## src/rtl/riscv_imem_loader.sv

```systemverilog
// Boot-time program loader for the single-cycle RISC-V core.
// Packs an incoming byte stream little-endian into 32-bit words. Each word is
// written to instruction memory at consecutive word addresses starting at 0.
// The core is held in reset until the requested number of words has landed.
module riscv_imem_loader #(
    parameter int DEPTH_WORDS = 256,
    parameter int LEN_W       = 9
) (
    input  logic             clk,
    input  logic             rst,
    input  logic             start_i,
    input  logic [LEN_W-1:0] len_i,
    input  logic [7:0]       byte_i,
    input  logic             byte_valid_i,
    output logic             byte_ready_o,
    output logic             imem_we_o,
    output logic [31:0]      imem_addr_o,
    output logic [31:0]      imem_wdata_o,
    output logic             core_rst_o,
    output logic             busy_o,
    output logic             done_o,
    output logic             err_o
);

    typedef enum logic [1:0] {
        ST_IDLE  = 2'd0,
        ST_LOAD  = 2'd1,
        ST_WRITE = 2'd2,
        ST_RUN   = 2'd3
    } state_t;

    state_t           state_q;
    logic [LEN_W-1:0] len_q;
    logic [LEN_W-1:0] word_cnt_q;
    logic [1:0]       byte_cnt_q;
    logic [31:0]      buf_q;

    // Registered copies of every output; nothing reaches a port combinationally.
    logic             byte_ready_q;
    logic             imem_we_q;
    logic [31:0]      imem_addr_q;
    logic [31:0]      imem_wdata_q;
    logic             core_rst_q;
    logic             busy_q;
    logic             done_q;
    logic             err_q;

    // Next-state helpers derived from current registers and inputs.
    logic [31:0]      buf_d;
    logic [LEN_W-1:0] word_cnt_d;
    logic             len_legal;

    // A length is usable only if it is non-zero and fits in the memory.
    assign len_legal  = (len_i != '0) && (len_i <= LEN_W'(DEPTH_WORDS));
    assign word_cnt_d = word_cnt_q + LEN_W'(1);

    // Byte-lane steering: only the lane selected by the byte counter takes
    // the incoming byte, the other lanes keep what they already hold. When
    // the 4th byte arrives, buf_d is the complete word.
    generate
        for (genvar gi = 0; gi < 4; gi++) begin : g_lane
            assign buf_d[8*gi +: 8] = (byte_cnt_q == 2'(gi)) ? byte_i
                                                              : buf_q[8*gi +: 8];
        end
    endgenerate

    // Loader FSM with all outputs registered alongside the state.
    always_ff @(posedge clk or posedge rst) begin
        if (rst) begin
            state_q      <= ST_IDLE;
            len_q        <= '0;
            word_cnt_q   <= '0;
            byte_cnt_q   <= '0;
            buf_q        <= '0;
            byte_ready_q <= 1'b0;
            imem_we_q    <= 1'b0;
            imem_addr_q  <= '0;
            imem_wdata_q <= '0;
            core_rst_q   <= 1'b1;
            busy_q       <= 1'b0;
            done_q       <= 1'b0;
            err_q        <= 1'b0;
        end else begin
            // The write strobe is a single-cycle pulse unless re-armed below.
            imem_we_q <= 1'b0;

            case (state_q)
                ST_IDLE: begin
                    core_rst_q <= 1'b1;
                    if (start_i) begin
                        if (len_legal) begin
                            len_q        <= len_i;
                            word_cnt_q   <= '0;
                            byte_cnt_q   <= '0;
                            err_q        <= 1'b0;
                            state_q      <= ST_LOAD;
                            byte_ready_q <= 1'b1;
                            busy_q       <= 1'b1;
                        end else begin
                            err_q <= 1'b1;
                        end
                    end
                end

                ST_LOAD: begin
                    // A bubble leaves everything untouched.
                    if (byte_valid_i) begin
                        buf_q      <= buf_d;
                        byte_cnt_q <= byte_cnt_q + 2'd1;
                        if (byte_cnt_q == 2'd3) begin
                            // Word complete: present it to memory next cycle.
                            state_q      <= ST_WRITE;
                            byte_ready_q <= 1'b0;
                            imem_we_q    <= 1'b1;
                            imem_addr_q  <= 32'({word_cnt_q, 2'b00});
                            imem_wdata_q <= buf_d;
                        end
                    end
                end

                ST_WRITE: begin
                    word_cnt_q <= word_cnt_d;
                    if (word_cnt_d == len_q) begin
                        // Last word written this cycle; release the core.
                        state_q    <= ST_RUN;
                        busy_q     <= 1'b0;
                        core_rst_q <= 1'b0;
                        done_q     <= 1'b1;
                    end else begin
                        state_q      <= ST_LOAD;
                        byte_ready_q <= 1'b1;
                    end
                end

                ST_RUN: begin
                    if (start_i) begin
                        if (len_legal) begin
                            // Reload: put the core back into reset first.
                            len_q        <= len_i;
                            word_cnt_q   <= '0;
                            byte_cnt_q   <= '0;
                            err_q        <= 1'b0;
                            state_q      <= ST_LOAD;
                            byte_ready_q <= 1'b1;
                            busy_q       <= 1'b1;
                            core_rst_q   <= 1'b1;
                            done_q       <= 1'b0;
                        end else begin
                            // Bad request is flagged but the core keeps running.
                            err_q <= 1'b1;
                        end
                    end
                end

                default: begin
                    state_q <= ST_IDLE;
                end
            endcase
        end
    end

    assign byte_ready_o = byte_ready_q;
    assign imem_we_o    = imem_we_q;
    assign imem_addr_o  = imem_addr_q;
    assign imem_wdata_o = imem_wdata_q;
    assign core_rst_o   = core_rst_q;
    assign busy_o       = busy_q;
    assign done_o       = done_q;
    assign err_o        = err_q;

endmodule

```

## config.mk

```make
export PLATFORM = sky130hd
export DESIGN_NAME = riscv_imem_loader
export DESIGN_NICKNAME = d
export VERILOG_FILES = /design/src/rtl/riscv_imem_loader.sv
export SDC_FILE = /design/constraint.sdc
export NUM_CORES = 1
export LEC_CHECK = 0
export ABC_AREA = 1
export ABC_CLOCK_PERIOD_IN_PS = 2900
export CORE_ASPECT_RATIO = 0.6
export CORE_UTILIZATION = 30
export CTS_BUF_LIST = sky130_fd_sc_hd__clkbuf_16
export DETAILED_ROUTE_END_ITERATION = 10
export SYNTH_ARGS = -nofsm -noshare
export SYNTH_HDL_FRONTEND = slang
export SYNTH_SLANG_ARGS = --single-unit
```

## constraint.sdc

```tcl
create_clock -name clk -period 2.9 [get_ports clk]
set_input_delay 0.435 -clock clk [delete_from_list [all_inputs] [get_ports clk]]
set_output_delay 0.435 -clock clk [all_outputs]
set_load 0.005 [all_outputs]
```

==> results.yml, run 1 <==
run_status:
  status: "finished clean"
clocking:
  insertion_delay_ns: 0.34
  cts_tree: "built"
  htree_num_levels: 3
  hold_buffers: 0
  cts.sinks: 93
  clk_path_buf_depth: 2
  ctsResizeCount: 0
  cts_buffers: 9
  postCtsSetupBuffers: 0
  clk_pin_slew_ns: 0.07
  clockRootBuffer: "clkbuf_16"
power_and_ir_drop:
  p_sw_mw: 2.05
  power_frac_seq: 0.372
  p_int_mw: 3.58
  comb_power_share: 0.387
  switching_share: 0.365
  pwr_density_cell_nw_per_um2: 999
  ir_drop_mv: 0.351
  pwr-share-clk: 0.242
  leakage_nw: 2.72
sta:
  max_freq_ghz: 0.508
  min_period_ns: 1.97
  setup_tns_ns: 0
  worst_slew_pin_slew_ns: 0.810
  drv_slew: 0
  setup_viol: 0
  fin_skew_ns: 0.00830
  hold_viol_final: 0
  fin_crit_sh: 0.678
  rsz0062_at_grt: "no"
  slew_headroom: 0.459
setup_path:
  rrSetupSlack_ns: 0.93
  rr_endpoint: "busy_o$_DFFE_PP0P_"
  rr_worst_depth: 13
  r2r_start: "word_cnt_q[0]$_DFFE_PP0P_"
  crit_path_end_kind: "flip-flop"
  worstPathArrival_ns: 2.20
  crit_type: "reg -> reg"
  worstPathMaxFanout: 6
  required_ns: 3.13
  critPathLaunchType: "flip-flop"
die:
  die_x_um: 160
  ios: 91
  rows: 34
  dieArea_um2: 15500
  core_area_um2: 14500
  start_util: 0.309
  die_y_um: 96.8
logic_synthesis:
  synth-xor-area-share: 0
  synth_seq_area_share: 0.518
  synth_cells: 561
  yosys_most_used_dff: "dfrtp_1"
  async_flop_share: 1.00
  synth_adder_area_share: 0.0223
  synthTopCellsByCount: "223 x nand2_1, 92 x dfrtp_1, 66 x o21ai_0"
  synth_area_leader_cell: "dfrtp_1"
  synth-simple-area-share: 0.255
  synth_compound_area_frac: 0.0958
  syn_area_per_cell_um2: 8.01
  yosysUniqueCellTypes: 30
  ys_warn_count: 0
  synth_top_family_by_area: "simple AND/OR/NAND/NOR gates"
  synth.most_common_cell: "nand2_1"
  syn-cell-area_um2: 4490
  yosys-top-cells-area: "dfrtp_1 51%, nand2_1 19%, o21ai_0 7.3%, inv_1 4.8%, buf_4 3.8%"
  muxShareOfSynthArea: 0
  yosys_register_bits: 93
  synth-edff-count: 0
  yosysTopAreaCellShare: 0.512
global_route:
  grt_use_met2: 0.209
  grtUsageMet3: 0.0364
  grt_usage: 0.146
  grt_pass1_wl_um: 17800
  gr-usage-met1: 0.219
  grt_max_degree: 94
  gr-max-usage-layer: "met1"
  antenna_found_initial: 0
  grt_pass1_vias: 3456
  grt-ovfl-total: 0
final_layout:
  final_cells: 827
  drive_above_1_share: 0.0731
  layout.nets: 653
  multiInputGateArea_um2: 1760
  area_growth_pct: 25.5
  regArea_um2: 2330
  final_core_util: 0.388
  fillers: 1467
  antenna_cells: 0
placement:
  place_inst: 811
  place.detailed.hpwl_um: 7530
  gp_congestion: 0.814
  io_buffers: 67
route:
  wl_um: 10600
  ant_nets: 0
  vias: 3565
  first_pass_iters: 4
  via_per_inst: 4.31
  drt_iter0_drc: 228
  remaining_drc_errors: 0
  wire_per_inst_um: 12.8
min_path:
  hold_depth: 2
  min-delay-start: "imem_wdata_o[30]$_DFFE_PP0P_"
  hp-class: "reg -> reg"
  hold_path_end: "imem_wdata_o[30]$_DFFE_PP0P_"
job:
  max_cap_viol_count: 0
[area by class of cell]
type                       count  share of cell area
tap                          198              0.0439
multi-input combinational    385               0.313
inverter                      64              0.0428
clock buffer                   9              0.0399
clock inverter                 7              0.0213
sequential                    93               0.413
timing repair buffer          71               0.126
[critical path: stages (launching register included)]
cell	delay [ns]
dfrtp_1	0.41
ha_1	0.23
nand2_2	0.16
nand2_1	0.09
nand2_1	0.06
nand2_1	0.05
nor2_1	0.21
nand3_2	0.13
nor2_4	0.12
nand4_4	0.14
nand2_2	0.12
nand2_1	0.05
nand2_1	0.05
nand2_1	0.04
[registers in the layout, indices dropped and copies added, names as in the netlist, 2 cells and up]
signal	flops
buf_q	24
byte_cnt_q	2
imem_addr_o	9
imem_wdata_o	32
len_q	9
state_q	2
word_cnt_q	9
[how the worst max path moves through the flow]
stage	start	end	slack (ns)
3_3_place_gp	len_i[5]	word_cnt_q[8]$_DFFE_PP0P_	0.81
6_report	word_cnt_q[0]$_DFFE_PP0P_	busy_o$_DFFE_PP0P_	0.93
3_5_place_dp	len_i[5]	len_q[8]$_DFFE_PP0P_	0.77
5_1_grt	word_cnt_q[0]$_DFFE_PP0P_	busy_o$_DFFE_PP0P_	0.75
4_1_cts	word_cnt_q[0]$_DFFE_PP0P_	busy_o$_DFFE_PP0P_	0.95
2_1_floorplan	rst	buf_q[0]$_DFFE_PP0P_	0.05
[cells by family (layout without fill, tap and decap cells)]
logic type	after synthesis	in the layout
and+or+nand+nor	271	271
AOI/OAI and AO/OA	83	83
DFF	93	93
buffers and inverters	105	151
adders and majority gates	8	8
other	1	23
[power groups by stage]
stage	clock network, mW	registers, mW	logic (mW)
finish	1.36	2.09	2.18
global route	1.44	2.16	2.49
CTS	1.40	2.10	2.20
detailed placement	0	2.12	2.18
global placement	0	2.11	2.12
floorplan	0	2.08	1.37
[metal layers]
metal	wire (um)	share of wire	vias up
met5	0	0	-
met1	5720	0.54	1663
met4	68	0.0064	0
met2	4300	0.41	63
li1	-	-	1830
met3	525	0.049	9
[placed cells by master, fill, tap and decap left out, drive strengths merged, types with 7 or more instances in the layout]
master / n
clkbuf: 9
clkdlybuf4s50: 67
conb: 23
dfrtp: 92
ha: 8
inv: 64
nand2: 227
nand3: 19
nor2: 17
o21ai: 72
o22ai: 7
[stage by stage]
stage / setup slack (ns) / hold slack (ns) / instance area [um^2] / total power [mW]
2_1_floorplan: 0.0463 / 0.451 / 4580 / 3.44
3_3_place_gp: 0.810 / 0.456 / 5290 / 4.23
3_5_place_dp: 0.772 / 0.461 / 5290 / 4.30
4_1_cts: 0.946 / 0.478 / 5640 / 5.70
5_1_grt: 0.754 / 0.506 / 5640 / 6.10
6_report: 0.933 / 0.474 / 5640 / 5.63
Power figures use the tool's default switching activity.
==> run 2, diff against run 1 <==
--- a/config.mk
+++ b/config.mk
@@ -6,7 +6,7 @@
 export NUM_CORES = 1
 export LEC_CHECK = 0
 export ABC_AREA = 1
-export ABC_CLOCK_PERIOD_IN_PS = 2900
+export ABC_CLOCK_PERIOD_IN_PS = 1600
 export CORE_ASPECT_RATIO = 0.6
 export CORE_UTILIZATION = 30
 export CTS_BUF_LIST = sky130_fd_sc_hd__clkbuf_16
==> constraint.sdc (replaced) <==
create_clock -name clk -period 1.6 [get_ports clk]
set_input_delay 0.24 -clock clk [delete_from_list [all_inputs] [get_ports clk]]
set_output_delay 0.24 -clock clk [all_outputs]
set_load 0.005 [all_outputs]
==> run 2 against run 1 <==
Net effect:
- the run now ends with negative setup slack left
- critical path depth fell by 2
- cell count rose by 5.0%
- clock skew rose by 0.0018 ns
- maximum frequency rose by 9.8%
- non-clock buffer count rose by 41
- wire length rose by 4.7%
- sequential share of layout area fell by 3.4 points
- sequential cell count did not move
- largest cell class unchanged
==> results.yml, run 2 (synthesized netlist as in run 1, its figures left out) <==
sta:
  drv_slew: 0
  rsz0062_at_grt: "yes"
  setup_ws_ns: -0.191
  fin_crit_sh: 1.12
  hold_viol_final: 0
  max_freq_ghz: 0.558
  holdWs_ns: 0.172
  min_period_ns: 1.79
  fin_skew_ns: 0.0101
  setup_viol: 5
route:
  ant_nets: 0
  wl_um: 11100
  remaining_drc_errors: 0
  via_per_inst: 4.28
  wire_per_inst_um: 12.8
  first_pass_iters: 4
  drt_iter0_drc: 177
  vias: 3719
final_layout:
  layout.nets: 694
  layout_common_cells: "216 x nand2_1, 91 x dfrtp_1, 65 x o21ai_0"
  largest_reg_flops: 32
  fin_area_um2: 6140
  mostFrequentLayoutCell: "nand2_1"
  antenna_cells: 0
  drive_above_1_share: 0.164
  fillers: 1452
  area_growth_pct: 36.7
setup_path:
  crit_type: "reg -> reg"
  rr_endpoint: "byte_ready_o$_DFFE_PP0P_"
  worstPathMaxFanout: 6
  required_ns: 1.82
  crit_start: "word_cnt_q[2]$_DFFE_PP0P_"
  r2r_start: "word_cnt_q[2]$_DFFE_PP0P_"
  crit_path_end: "byte_ready_o$_DFFE_PP0P_"
  rr_worst_depth: 11
  rrSetupSlack_ns: -0.19
  critPathLaunchType: "flip-flop"
  crit_path_end_kind: "flip-flop"
  worstPathArrival_ns: 2.02
global_route:
  antenna_found_initial: 0
  grt_usage: 0.149
  grt-ovfl-total: 0
  grt_pass1_vias: 3657
  grt_pass1_wl_um: 18400
  grt_max_degree: 49
placement:
  place.detailed.hpwl_um: 8040
  gp_congestion: 0.782
  dpl_cell_area_um2: 5660
  place_ws_ns: -0.272
  io_buffers: 67
min_path:
  hp-class: "in -> reg"
clocking:
  cts_tree: "built"
  clockRootBuffer: "clkbuf_16"
  cts_buffers: 9
  htree_num_levels: 3
  insertion_delay_ns: 0.33
  cts.sinks: 93
  clk_path_buf_depth: 2
  clk_pin_slew_ns: 0.07
  hold_buffers: 0
power_and_ir_drop:
  total_power_mw: 10.9
  ir_drop_mv: 0.612
  leakage_nw: 2.98
  pwr_density_cell_nw_per_um2: 1780
die:
  die_y_um: 96.8
  dieArea_um2: 15500
  core_area_um2: 14500
  ios: 91
  rows: 34
  die_x_um: 160
  start_util: 0.309
run_status:
  status: "finished with violations"
  violations: "negative setup slack"
job:
  max_cap_viol_count: 0
[run 2: area by class of cell]
type,instances,area [um^2],share of cell area
Sequential cell,93,2330,0.379
Inverter,64,244,0.0397
Timing Repair Buffer,112,1130,0.184
Clock inverter,7,65.1,0.0106
Clock buffer,9,225,0.0367
Multi-Input combinational cell,385,1900,0.309
Tap cell,198,248,0.0403
[run 2: worst max-delay path, stage by stage (launching register included)]
cell and delay [ns]:
dfrtp_2 0.43, buf_4 0.13, nand2_2 0.07, nor2_4 0.15, nand3_1 0.11, nand3_1 0.10
nand2_1 0.06, nor2_2 0.15, nand4_4 0.19, buf_6 0.18, nand3_4 0.06, nand2_1 0.06
[run 2: worst min-delay path by stage]
stage                                      start                      endpoint  slack (ns)  cells after the start
global placement    imem_wdata_o[24]$_DFFE_PP0P_  imem_wdata_o[24]$_DFFE_PP0P_        0.46                      2
global route                            len_i[3]          len_q[3]$_DFFE_PP0P_        0.19                      3
CTS                                          rst   imem_wdata_o[7]$_DFFE_PP0P_        0.24                      2
finish                                  len_i[3]          len_q[3]$_DFFE_PP0P_        0.17                      3
detailed placement  imem_wdata_o[29]$_DFFE_PP0P_  imem_wdata_o[29]$_DFFE_PP0P_        0.46                      2
floorplan                               len_i[3]          len_q[3]$_DFFE_PP0P_        0.36                      2
[run 2: layer usage]
| layer | vias to the layer above | GRT usage | wire length (um) |
|---|---|---|---|
| met5 | - | 0 | 0 |
| met4 | 0 | 0.0322 | 47 |
| met3 | 4 | 0.0407 | 459 |
| met2 | 63 | 0.212 | 4650 |
| met1 | 1743 | 0.224 | 5960 |
| li1 | 1909 | - | - |
[run 2: where the power goes]
| group | internal, mW | switching (mW) |
|---|---|---|
| registers | 3.30 | 0.528 |
| clock network | 1.20 | 0.896 |
| logic | 2.37 | 2.62 |
| total | 6.87 | 4.05 |
[run 2: what timing repair did]
action | CTS | global route
setup buffers | 2 | 2
resized for setup | 10 | 37
endpoints found under the setup margin | 6 | 64
pin swaps | 7 | 14
[run 2: through the flow]
step	cells	util	setup TNS, ns
after global routing	868	0.422	-1.74
after floorplan	583	-	-0.0171
after CTS	866	0.412	-0.653
after global placement	848	0.389	-3.92
after detailed placement	848	0.389	-4.21
final	868	0.422	-0.792
